**src/rtl/uart_pkg.sv**
```systemverilog
// Shared definitions for the UART receiver: parity modes, FSM states and FIFO entry layout.
package uart_pkg;

  localparam logic [1:0] PAR_NONE = 2'd0;
  localparam logic [1:0] PAR_EVEN = 2'd1;
  localparam logic [1:0] PAR_ODD  = 2'd2;

  typedef enum logic [2:0] {
    ST_IDLE,
    ST_START,
    ST_DATA,
    ST_PARITY,
    ST_STOP,
    ST_WAIT_HI
  } rx_state_t;

  localparam int ENTRY_W = 11;

  typedef struct packed {
    logic       brk;
    logic       parity_err;
    logic       frame_err;
    logic [7:0] data;
  } rx_entry_t;

  function automatic logic maj3(input logic a, input logic b, input logic c);
    return (a & b) | (a & c) | (b & c);
  endfunction

endpackage

```
**src/rtl/uart_sync_fifo.sv**
```systemverilog
// First-word fall-through FIFO; the head is a register loaded from the array or bypassed
// from the write port when the written slot becomes the next head.
module uart_sync_fifo #(
  parameter int WIDTH = 11,
  parameter int DEPTH = 16
) (
  input  logic                   rxclk,
  input  logic                   reset_n,
  input  logic                   push,
  input  logic [WIDTH-1:0]       wdata,
  input  logic                   pop,
  output logic [WIDTH-1:0]       rdata,
  output logic [$clog2(DEPTH):0] level,
  output logic                   full,
  output logic                   empty
);
  localparam int AW = $clog2(DEPTH);

  logic [WIDTH-1:0] mem [DEPTH];
  logic [AW-1:0]    wr_ptr_reg, rd_ptr_reg, rd_ptr_next;
  logic [AW:0]      level_reg;
  logic [WIDTH-1:0] head_reg;
  logic             do_push, do_pop;

  assign full        = (level_reg == (AW+1)'(DEPTH));
  assign empty       = (level_reg == '0);
  assign do_pop      = pop && !empty;
  // A full FIFO still accepts a write when the head leaves in the same cycle.
  assign do_push     = push && (!full || do_pop);
  assign rd_ptr_next = rd_ptr_reg + AW'(do_pop);
  assign level       = level_reg;
  assign rdata       = head_reg;

  always_ff @(posedge rxclk) begin
    if (do_push) mem[wr_ptr_reg] <= wdata;
  end

  always_ff @(posedge rxclk) begin
    if (!reset_n) begin
      wr_ptr_reg <= '0;
      rd_ptr_reg <= '0;
      level_reg  <= '0;
      head_reg   <= '0;
    end else begin
      wr_ptr_reg <= wr_ptr_reg + AW'(do_push);
      rd_ptr_reg <= rd_ptr_next;
      level_reg  <= level_reg + (AW+1)'(do_push) - (AW+1)'(do_pop);
      head_reg   <= (do_push && (wr_ptr_reg == rd_ptr_next)) ? wdata : mem[rd_ptr_next];
    end
  end

endmodule

```
**src/rtl/uart_rx_fifo.sv**
```systemverilog
// Oversampling UART receiver with 2-of-3 bit voting, error/break flags and an FWFT output FIFO.
module uart_rx_fifo
  import uart_pkg::*;
#(
  parameter int DATA_BITS  = 8,
  parameter int STOP_BITS  = 1,
  parameter int OVERSAMPLE = 16,
  parameter int FIFO_DEPTH = 16,
  parameter int DIV_W      = 16
) (
  input  logic                        rxclk,
  input  logic                        reset_n,
  input  logic                        rx_in,
  input  logic                        rx_en,
  input  logic [DIV_W-1:0]            baud_div,
  input  logic [1:0]                  parity_mode,
  output logic [7:0]                  m_data,
  output logic                        m_frame_err,
  output logic                        m_parity_err,
  output logic                        m_break,
  output logic                        m_valid,
  input  logic                        m_ready,
  output logic [$clog2(FIFO_DEPTH):0] fifo_level,
  output logic                        overrun,
  input  logic                        clr_overrun
);
  localparam int S_W = $clog2(OVERSAMPLE);
  localparam logic [S_W-1:0] S_LO   = S_W'(OVERSAMPLE/2 - 1);
  localparam logic [S_W-1:0] S_MID  = S_W'(OVERSAMPLE/2);
  localparam logic [S_W-1:0] S_HI   = S_W'(OVERSAMPLE/2 + 1);
  localparam logic [S_W-1:0] S_LAST = S_W'(OVERSAMPLE - 1);

  logic [1:0]       sync_reg;
  logic             rxs;
  logic [DIV_W-1:0] tick_cnt_reg;
  logic             tick;
  rx_state_t        state_reg;
  logic [S_W-1:0]   s_reg;
  logic [2:0]       bit_cnt_reg;
  logic [7:0]       shift_reg;
  logic             v0_reg, v1_reg, par_bit_reg, par_err_reg, frame_err_reg, stop_cnt_reg;
  logic             overrun_reg;
  logic             vote, decide, has_par, last_stop, frame_err_final, is_break;
  logic             push, pop, fifo_full, fifo_empty;
  rx_entry_t        push_entry, head_entry;

  assign rxs  = sync_reg[1];
  assign tick = (tick_cnt_reg == '0);

  always_ff @(posedge rxclk) begin
    if (!reset_n) begin
      sync_reg     <= 2'b11;
      tick_cnt_reg <= '0;
    end else begin
      sync_reg     <= {sync_reg[0], rx_in};
      tick_cnt_reg <= tick ? baud_div : tick_cnt_reg - DIV_W'(1);
    end
  end

  always_comb begin
    vote            = maj3(v0_reg, v1_reg, rxs);
    decide          = tick && (s_reg == S_HI);
    has_par         = (parity_mode == PAR_EVEN) || (parity_mode == PAR_ODD);
    last_stop       = (STOP_BITS == 1) || stop_cnt_reg;
    frame_err_final = frame_err_reg | ~vote;
    is_break        = (shift_reg == 8'h00) && !par_bit_reg && frame_err_final;
    push            = rx_en && (state_reg == ST_STOP) && decide && last_stop;
    push_entry      = '0;
    if (is_break) begin
      push_entry.brk       = 1'b1;
      push_entry.frame_err = 1'b1;
    end else begin
      push_entry.parity_err = par_err_reg;
      push_entry.frame_err  = frame_err_final;
      push_entry.data       = shift_reg;
    end
  end

  // Sample counter keeps running across bit boundaries, so each state acts at its bit centre.
  always_ff @(posedge rxclk) begin
    if (!reset_n) begin
      state_reg     <= ST_IDLE;
      s_reg         <= '0;
      bit_cnt_reg   <= '0;
      shift_reg     <= '0;
      v0_reg        <= 1'b1;
      v1_reg        <= 1'b1;
      par_bit_reg   <= 1'b0;
      par_err_reg   <= 1'b0;
      frame_err_reg <= 1'b0;
      stop_cnt_reg  <= 1'b0;
    end else if (!rx_en) begin
      state_reg <= ST_IDLE;
      s_reg     <= '0;
    end else begin
      case (state_reg)
        ST_IDLE: begin
          if (!rxs) begin
            state_reg     <= ST_START;
            s_reg         <= '0;
            bit_cnt_reg   <= '0;
            shift_reg     <= '0;
            par_bit_reg   <= 1'b0;
            par_err_reg   <= 1'b0;
            frame_err_reg <= 1'b0;
            stop_cnt_reg  <= 1'b0;
          end
        end
        ST_WAIT_HI: begin
          if (rxs) state_reg <= ST_IDLE;
        end
        default: begin
          if (tick) begin
            s_reg <= (s_reg == S_LAST) ? '0 : s_reg + S_W'(1);
            if (s_reg == S_LO)  v0_reg <= rxs;
            if (s_reg == S_MID) v1_reg <= rxs;
            if (s_reg == S_HI) begin
              case (state_reg)
                ST_START: state_reg <= vote ? ST_IDLE : ST_DATA;
                ST_DATA: begin
                  shift_reg[bit_cnt_reg] <= vote;
                  bit_cnt_reg            <= bit_cnt_reg + 3'd1;
                  if (bit_cnt_reg == 3'(DATA_BITS - 1))
                    state_reg <= has_par ? ST_PARITY : ST_STOP;
                end
                ST_PARITY: begin
                  par_bit_reg <= vote;
                  par_err_reg <= (^shift_reg) ^ vote ^ (parity_mode == PAR_ODD);
                  state_reg   <= ST_STOP;
                end
                ST_STOP: begin
                  if (last_stop) begin
                    state_reg <= is_break ? ST_WAIT_HI : ST_IDLE;
                  end else begin
                    frame_err_reg <= frame_err_final;
                    stop_cnt_reg  <= 1'b1;
                  end
                end
                default: ;
              endcase
            end
          end
        end
      endcase
    end
  end

  assign m_valid = !fifo_empty;
  assign pop     = m_valid && m_ready;

  always_ff @(posedge rxclk) begin
    if (!reset_n)                         overrun_reg <= 1'b0;
    else if (push && fifo_full && !pop)   overrun_reg <= 1'b1;
    else if (clr_overrun)                 overrun_reg <= 1'b0;
  end
  assign overrun = overrun_reg;

  uart_sync_fifo #(
    .WIDTH(ENTRY_W),
    .DEPTH(FIFO_DEPTH)
  ) u_fifo (
    .rxclk  (rxclk),
    .reset_n(reset_n),
    .push   (push),
    .wdata  (push_entry),
    .pop    (pop),
    .rdata  (head_entry),
    .level  (fifo_level),
    .full   (fifo_full),
    .empty  (fifo_empty)
  );

  genvar gi;
  generate
    for (gi = 0; gi < 8; gi++) begin : g_data
      if (gi < DATA_BITS) begin : g_live
        assign m_data[gi] = head_entry.data[gi];
      end else begin : g_zero
        assign m_data[gi] = 1'b0;
      end
    end
  endgenerate

  assign m_frame_err  = head_entry.frame_err;
  assign m_parity_err = head_entry.parity_err;
  assign m_break      = head_entry.brk;

endmodule

```
**config.mk**
```make
export PLATFORM = sky130hd
export DESIGN_NAME = uart_rx_fifo
export DESIGN_NICKNAME = d
export VERILOG_FILES = /design/src/rtl/uart_pkg.sv /design/src/rtl/uart_sync_fifo.sv /design/src/rtl/uart_rx_fifo.sv
export SDC_FILE = /design/constraint.sdc
export NUM_CORES = 1
export LEC_CHECK = 0
export ABC_AREA = 1
export ABC_CLOCK_PERIOD_IN_PS = 5900
export CORE_MARGIN = 2
export CORE_UTILIZATION = 55
export CTS_BUF_LIST = sky130_fd_sc_hd__clkbuf_4
export DETAILED_ROUTE_END_ITERATION = 8
export HOLD_SLACK_MARGIN = 0.15
export PLACE_DENSITY = 0.73
export SLEW_MARGIN = 40
export SYNTH_ARGS = -nofsm -noshare
export SYNTH_HDL_FRONTEND = slang
export SYNTH_HIERARCHICAL = 1
export SYNTH_SLANG_ARGS = --single-unit
```
**constraint.sdc**
```tcl
create_clock -name rxclk -period 5.9 [get_ports rxclk]
set_input_delay 0.59 -clock rxclk [delete_from_list [all_inputs] [get_ports rxclk]]
set_output_delay 0.59 -clock rxclk [all_outputs]
set_load 0.01 [all_outputs]
```
# After elaboration in Yosys (flattened, before gate mapping)
# Memories as Yosys holds them, arrays and structs flattened. A register that Yosys moved wholly into a read port is not among the register bits.
# Index checks and enable logic that the tools add are counted.
[word_totals] latch_bits=0 word_cells=134 ramBits=176 reg_bits=54 output_inout_bits=18 n_memories=1 rom_bits=0 inputBits=24
[memory_table] memory="u_fifo.mem" depth=16 word_bits=11 read_ports=1 rd_ports_with_merged_regs=1 write_ports=1 line_no="uart_sync_fifo.sv:19" text="logic [WIDTH-1:0] mem [DEPTH];"
[op_classes] eq_ne=16 reduce_logical=39 muxes=45 div_mod_pow=0 shifts=0 n_lt_le_gt_ge=2 addsub=7 mul=0 bitwise_logic=10
[op_table] cell="$mux W8" n=5
[op_table] cell="$mux W3" n=11
[op_table] cell="$reduce_and A6 Y1" n=3
[op_table] cell="$logic_not A16 Y1" n=1
[op_table] cell="$mux W16" n=1
[op_table] cell="$pmux W8 S2" n=1
[op_table] cell="$sub A16 B1 Y16 const B" n=1
[op_table] cell="$mux W1" n=15
[op_table] cell="$eq A4 B4 Y1 const B" n=3
[op_table] cell="$mux W4" n=3
[op_table] cell="$pmux W3 S2" n=2
[op_table] cell="$pmux W3 S4" n=1
[op_table] cell="$logic_and A1 B1 Y1" n=11
[op_table] cell="$reduce_bool A2 Y1" n=5
[op_table] cell="$eq A3 B3 Y1 const B" n=3
[op_table] cell="$add A4 B1 Y4" n=2
[op_table] cell="$bwmux W8" n=1
[op_table] cell="$logic_not A8 Y1" n=1
[op_table] cell="$pmux W4 S2" n=1
[op_table] cell="$reduce_and A4 Y1" n=2
[op_table] cell="$reduce_xor A8 Y1" n=1
[op_table] cell="$eq A3 B2 Y1 const B" n=2
[op_table] cell="$reduce_bool A3 Y1" n=2
[op_table] cell="$reduce_bool A6 Y1" n=1
[op_table] cell="other kinds (27)" n=40

# Depth between registers and ports, before layout
[logic_depth] depth_word=10 depth_mapped=20 mapped_depth_nobuf=19

# Cells and area by module
# The synthesis kept the hierarchy.
[by_module_without_submodules] module="uart_sync_fifo" area_per_inst_um2=8953.6 cells_per_inst=925 seq_area_each_um2=5765.5 n_inst=1
[by_module_without_submodules] module="uart_rx_fifo" area_per_inst_um2=2647.5 cells_per_inst=393 seq_area_each_um2=820.8 n_inst=1

# Worst setup path after synthesis
# OpenSTA, ideal clock, no wires.
[synth_path] kind="register to register" start="register tick_cnt_reg[0]" end="register u_fifo.level_reg[4] (netlist: u_fifo/level[4])" arrival_time_ns=2.551 path_stages_with_launch=16 slack_ns=3.279 period_less_slack_ns=2.621 cell_sequence="dfxtp_1 > inv_1 > ha_1 > nand2_2 > nor2_1 > nand4_1 > nor4_1 > nand2_1 > ha_1 > inv_1 > ha_1 > inv_1 > fa_1 > o31ai_1 > o21ai_0 > a21oi_1"
[synth_between] elab_chain_cells=6
[synth_rtl] element="from (decl)" line_no="uart_rx_fifo.sv:35" text="logic [DIV_W-1:0] tick_cnt_reg;"
[synth_rtl] element="from (signal assigned)" line_no="uart_rx_fifo.sv:56" text="tick_cnt_reg <= tick ? baud_div : tick_cnt_reg - DIV_W'(1);"
[synth_rtl] element="$logic_not A16 Y1" line_no="uart_rx_fifo.sv:48" text="assign tick = (tick_cnt_reg == '0);"
[synth_rtl] element="$logic_and A1 B1 Y1" line_no="uart_rx_fifo.sv:62" text="decide = tick && (s_reg == S_HI);"
[synth_rtl] element="$logic_and A1 B1 Y1" line_no="uart_rx_fifo.sv:67" text="push = rx_en && (state_reg == ST_STOP) && decide && last_stop;"
[synth_rtl] element="via push" line_no="uart_rx_fifo.sv:44" text="logic push, pop, fifo_full, fifo_empty;"
[synth_rtl] element="$logic_and A1 B1 Y1" line_no="uart_sync_fifo.sv:29" text="assign do_push = push && (!full || do_pop);"
[synth_rtl] element="$add A5 B1 Y5" line_no="uart_sync_fifo.sv:47" text="level_reg <= level_reg + (AW+1)'(do_push) - (AW+1)'(do_pop);"
[synth_rtl] element="$sub A5 B1 Y5" line_no="uart_sync_fifo.sv:47"
[synth_rtl] element="to (signal assigned)" line_no="uart_sync_fifo.sv:47"
[synth_rtl] element="to (decl)" line_no="uart_sync_fifo.sv:21" text="logic [AW:0] level_reg;"
# The timed path passes the listed nets, and every way through them passes these cells.
# A chain may end at the register's enable or synchronous reset.

# Worst setup path in the final report
[layout_path] start="register u_fifo.level_reg[3] (netlist: u_fifo/level[3])" end="register u_fifo.head_reg[4] (netlist: u_fifo/rdata[4]) (read register of u_fifo.mem)"
[layout_between] elab_chain_cells=5
[layout_rtl] element="$logic_not A5 Y1" line_no="uart_sync_fifo.sv:26" text="assign empty = (level_reg == '0);"
[layout_rtl] element="via fifo_empty" line_no="uart_rx_fifo.sv:44"
[layout_rtl] element="$logic_not A1 Y1" line_no="uart_rx_fifo.sv:148" text="assign m_valid = !fifo_empty;"
[layout_rtl] element="$logic_and A1 B1 Y1" line_no="uart_rx_fifo.sv:149" text="assign pop = m_valid && m_ready;"
[layout_rtl] element="via pop" line_no="uart_rx_fifo.sv:44"
[layout_rtl] element="$logic_and A1 B1 Y1" line_no="uart_sync_fifo.sv:27" text="assign do_pop = pop && !empty;"
[layout_rtl] element="$add A4 B1 Y4" line_no="uart_sync_fifo.sv:30" text="assign rd_ptr_next = rd_ptr_reg + AW'(do_pop);"
[layout_rtl] element="via u_fifo.rd_ptr_next[1]" line_no="uart_sync_fifo.sv:20" text="logic [AW-1:0] wr_ptr_reg, rd_ptr_reg, rd_ptr_next;"
[layout_rtl] element="to (decl)" line_no="uart_sync_fifo.sv:22" text="logic [WIDTH-1:0] head_reg;"
# The timed path passes the listed nets, and every way through them passes these cells.

==> results.md <==
Logic synthesis:
- The dominant combinational cell family by area after synthesis is simple AND/OR/NAND/NOR gates.
- The post-synthesis async set-or-reset flop share is 0%.
- The fraction of synthesized area in multiplexers is 0%.
- The prevailing post-synth register cell is sky130_fd_sc_hd__edfxtp_1.
- The simple-gate share of the synthesized area is 26.6%.
- The Yosys step of the flow raised 6 warnings.
- Yosys mapped a number of flops with a built-in enable equal to 176.
- The total of flip-flops plus latches after synthesis is ~240.
- The post-synthesis average cell area is between 8 and 9 µm².
- The number of distinct library cell variants in the gate-level netlist after synthesis is 39.
- The area share of fa/ha/maj cells after synthesis is 2.44%.
- Synthesis handed over a netlist of roughly 1300 instances.
- Counting every net in the synthesized netlist gives roughly 1400.
- Summing every instance area after synthesis gives 11600 µm².
- The sequential fraction of the synthesis area is between 50% and 60%.
- Summing the areas of all compound-gate instances in the mapped netlist gives roughly 2.9% of the synthesized area.
- Summing the areas of all xor and xnor instances in the mapped netlist gives under 10% of the synthesized area.

Place:
- The final weighted congestion in routability-driven placement is 0.876.
- Port buffering added 41 buffers.
- The number of placed instances, taps included is between 1500 and 2000.
- The detailed-placement wirelength estimate is 16100 µm.

Floorplan:
- The height of the die is 149 µm.
- The number of top-level pins is 42.
- The core region is roughly 21000 µm².
- The floorplan step defined a die boundary enclosing ~22000 µm².
- The initialized floorplan defines 53 standard-cell rows.
- For this configuration, the core starts out at a cell density of a little under three fifths.
- The width of the die is 149 µm.

Routing:
- After detailed routing, the number of remaining DRC violations is 0.
- The first routing iteration left about 580 violations.
- The post-detailed-route via-to-cell ratio is just over 5.
- Summed over all layers, the routed wires come to around 25000 µm.
- For this run, the detailed router's first-pass iteration total came to 5.
- The number of nets with antenna violations after routing is 0.
- The routed layout has about 8800 vias.
- In the final routed layout, each cell accounts on average for 14.8 µm.

STA:
- In the final timing run, aggregate negative setup slack is 0 ns.
- Setup repair after global routing left no endpoint under its margin.
- The total setup violations reported at the end of the flow is 0.
- The number of pins with negative max-slew slack in the final report was 0.
- The remaining max-slew budget at the tightest pin is 50.4%.
- The worst hold slack after final layout is 0.416 ns.
- The maximum clock frequency is about 0.24 GHz.
- The final count of hold timing violations is 0.
- The worst path needs a little over 4 ns of the cycle, external delays included.
- The setup skew after layout is between 0.04 and 0.05 ns.
- At the pin with the least slew margin, the transition time is about 0.74 ns.
- Of the available clock period, the critical path in the final layout requires 70.1%.

Final layout:
- The fraction of layout cells with a size suffix above 1 is 11.9%.
- The register with the most flip-flops in the layout has 176 of them.
- The count of cells in the finished layout, fillers not included, comes to between 1500 and 2000.
- The growth of design area from synthesis to finish is 12.1%.
- In the layout the commonest cells are sky130_fd_sc_hd__nand2_1, sky130_fd_sc_hd__inv_1, sky130_fd_sc_hd__nand3_1.
- The number of nets at the end of the flow is 1427.
- The most common library cell in the layout ignoring fill and taps is sky130_fd_sc_hd__nand2_1.

Clock tree:
- The total CTS buffers is 60.
- The clock tree buffer depth is 3.
- CTS saw 241 sinks.
- CTS placed an instance of sky130_fd_sc_hd__clkbuf_4 at the clock tree root.
- The H-tree was split into 2 levels.
- TritonCTS built the clock tree.
- Post-CTS timing repair inserted 0 buffers for setup.
- Once the clock tree was built, the resizer swapped 0 gates to a different size.
- The clock-pin slew reported for the worst setup and hold paths after clock tree synthesis is 0.06 ns.
- The latest clock arrival within the worst-skew pair is 0.68 ns.
- The number of hold buffers added after CTS was 0.

Power:
- The power consumption is approximately 0.0053 W.
- The total power per unit cell area is about 410 nW/µm².
- IR analysis of the VDD net gives a maximum drop of 0.385 mV.
- The analysis attributes to cell leakage a power of 5.73 nW.

Min path:
- The worst hold path class is flip-flop to flip-flop.

GRT:
- The remaining global-route overflow is 0.
- The maximum number of pins on one net before global-route repair is 91.
- The via count of the first global-routing pass is around 8300.
- The wire length of the first global-routing pass is just over 40000 µm.
- The number of antenna violations at the first check in global routing is 1.
- The global-route total usage across every layer is 23.3%.

Worst setup path:
- Data on the critical path is required at its endpoint by 6.46 ns.
- The type of destination of the critical path is a flip-flop.
- The critical path is of the flip-flop to flip-flop type.
- Of all nets on the critical path, the largest fanout is 47.
- The startpoint type of the worst setup path is a flip-flop.
- The arrival time at the worst endpoint is about 4.7 ns.

Flow run:
- The tool flagged a number of max-cap violations equal to 0.

Run status:
- The flow ran to the end, and the final reports show no timing, DRC or antenna violations.
[where the power goes]
group / leakage, nW / switching [W] / internal [W] / total [W]
logic: 3.07 / 0.00129 / 0.000644 / 0.00194
clock network: 0.460 / 0.000656 / 0.000724 / 0.00138
registers: 2.20 / 0.0000812 / 0.00190 / 0.00198
total: 5.73 / 0.00203 / 0.00326 / 0.00529
[path summary, 6_finish.rpt]
| path | slack, ns | startpoint | to | depth (start not counted) |
|---|---|---|---|---|
| worst max-delay path | 1.76 | u_fifo/level[3] | u_fifo/rdata[4] | 19 |
| worst max register to register | 1.76 | u_fifo/level[3] | u_fifo/rdata[4] | 19 |
| worst min-delay path | 0.42 | sync_reg[0] | sync_reg[1] | 1 |
| worst min register to register | 0.42 | sync_reg[0] | sync_reg[1] | 1 |
[layer usage]
metal  global-route usage [%]  part of all wire (%)
met1                     31.8                    44
met2                     38.0                    48
met4                     7.38                   1.6
met5                        0                     0
met3                     4.40                   6.7
[metrics by stage]
stage | utilization [%] | cell area, µm² | setup WS [ns]
5_1_grt | 62.2 | 13000 | 1.31
2_1_floorplan | - | 11600 | 3.28
3_5_place_dp | 58.5 | 12200 | 1.80
3_3_place_gp | 58.2 | 12200 | 1.87
4_1_cts | 62.2 | 13000 | 2.03
6_report | 62.2 | 13000 | 1.76
[area by class of cell]
class,instances,area (µm²)
tap,275,344
multi-input combinational,793,3920
timing repair buffer,51,489
inverter,234,882
clock inverter,27,130
fill,1750,7890
sequential,241,6590
antenna,1,2.50
clock buffer,87,653
[logic make-up (layout without fill, tap and decap cells)]
group,Yosys count,after routing
flip-flops,241,241
adder cells (fa/ha/maj),22,22
AND/OR/NAND/NOR,696,696
XOR/XNOR,17,17
AO/OA/AOI/OAI,58,58
other,0,1
buffers and inverters,284,399
[cells in the mapped netlist (5+ instances only)]
library cell / count / share of area, %
sky130_fd_sc_hd__nor2_4: 6 / 0.58
sky130_fd_sc_hd__o21ai_0: 16 / 0.69
sky130_fd_sc_hd__nand2_2: 8 / 0.43
sky130_fd_sc_hd__nand2_4: 5 / 0.49
sky130_fd_sc_hd__dfxtp_1: 65 / 11
sky130_fd_sc_hd__inv_1: 225 / 7.3
sky130_fd_sc_hd__xor2_1: 8 / 0.60
sky130_fd_sc_hd__inv_2: 8 / 0.26
sky130_fd_sc_hd__buf_2: 22 / 0.95
sky130_fd_sc_hd__o211ai_1: 5 / 0.32
sky130_fd_sc_hd__a21oi_1: 24 / 1.0
sky130_fd_sc_hd__ha_1: 21 / 2.3
sky130_fd_sc_hd__nand2_1: 347 / 11
sky130_fd_sc_hd__nand3_1: 180 / 7.8
sky130_fd_sc_hd__nor3_1: 5 / 0.22
sky130_fd_sc_hd__nor2_2: 16 / 0.86
sky130_fd_sc_hd__clkbuf_1: 15 / 0.49
sky130_fd_sc_hd__nand4_1: 30 / 1.6
sky130_fd_sc_hd__edfxtp_1: 176 / 46
sky130_fd_sc_hd__nor2_1: 89 / 2.9
sky130_fd_sc_hd__buf_6: 5 / 0.49
sky130_fd_sc_hd__xnor2_1: 9 / 0.68
sky130_fd_sc_hd__buf_4: 7 / 0.45
[worst max-delay path, cell delays in order (launching register included)]
cell and delay, ns:
sky130_fd_sc_hd__dfxtp_1 0.33, sky130_fd_sc_hd__inv_1 0.08, sky130_fd_sc_hd__ha_1 0.18, sky130_fd_sc_hd__nand2_1 0.10, sky130_fd_sc_hd__nor2_1 0.13, sky130_fd_sc_hd__nor2_1 0.08, sky130_fd_sc_hd__o21ai_0 0.08, sky130_fd_sc_hd__inv_1 0.08
sky130_fd_sc_hd__ha_2 0.21, sky130_fd_sc_hd__ha_1 0.27, sky130_fd_sc_hd__buf_4 0.46, sky130_fd_sc_hd__clkinv_2 0.73, sky130_fd_sc_hd__nand2_1 0.21, sky130_fd_sc_hd__nand2_1 0.09, sky130_fd_sc_hd__nor2_1 0.09, sky130_fd_sc_hd__nand2_1 0.06
sky130_fd_sc_hd__nor2_1 0.53, sky130_fd_sc_hd__nand3_1 0.14, sky130_fd_sc_hd__nand2_1 0.11, sky130_fd_sc_hd__nor2_2 0.04
Power figures use the tool's default switching activity.
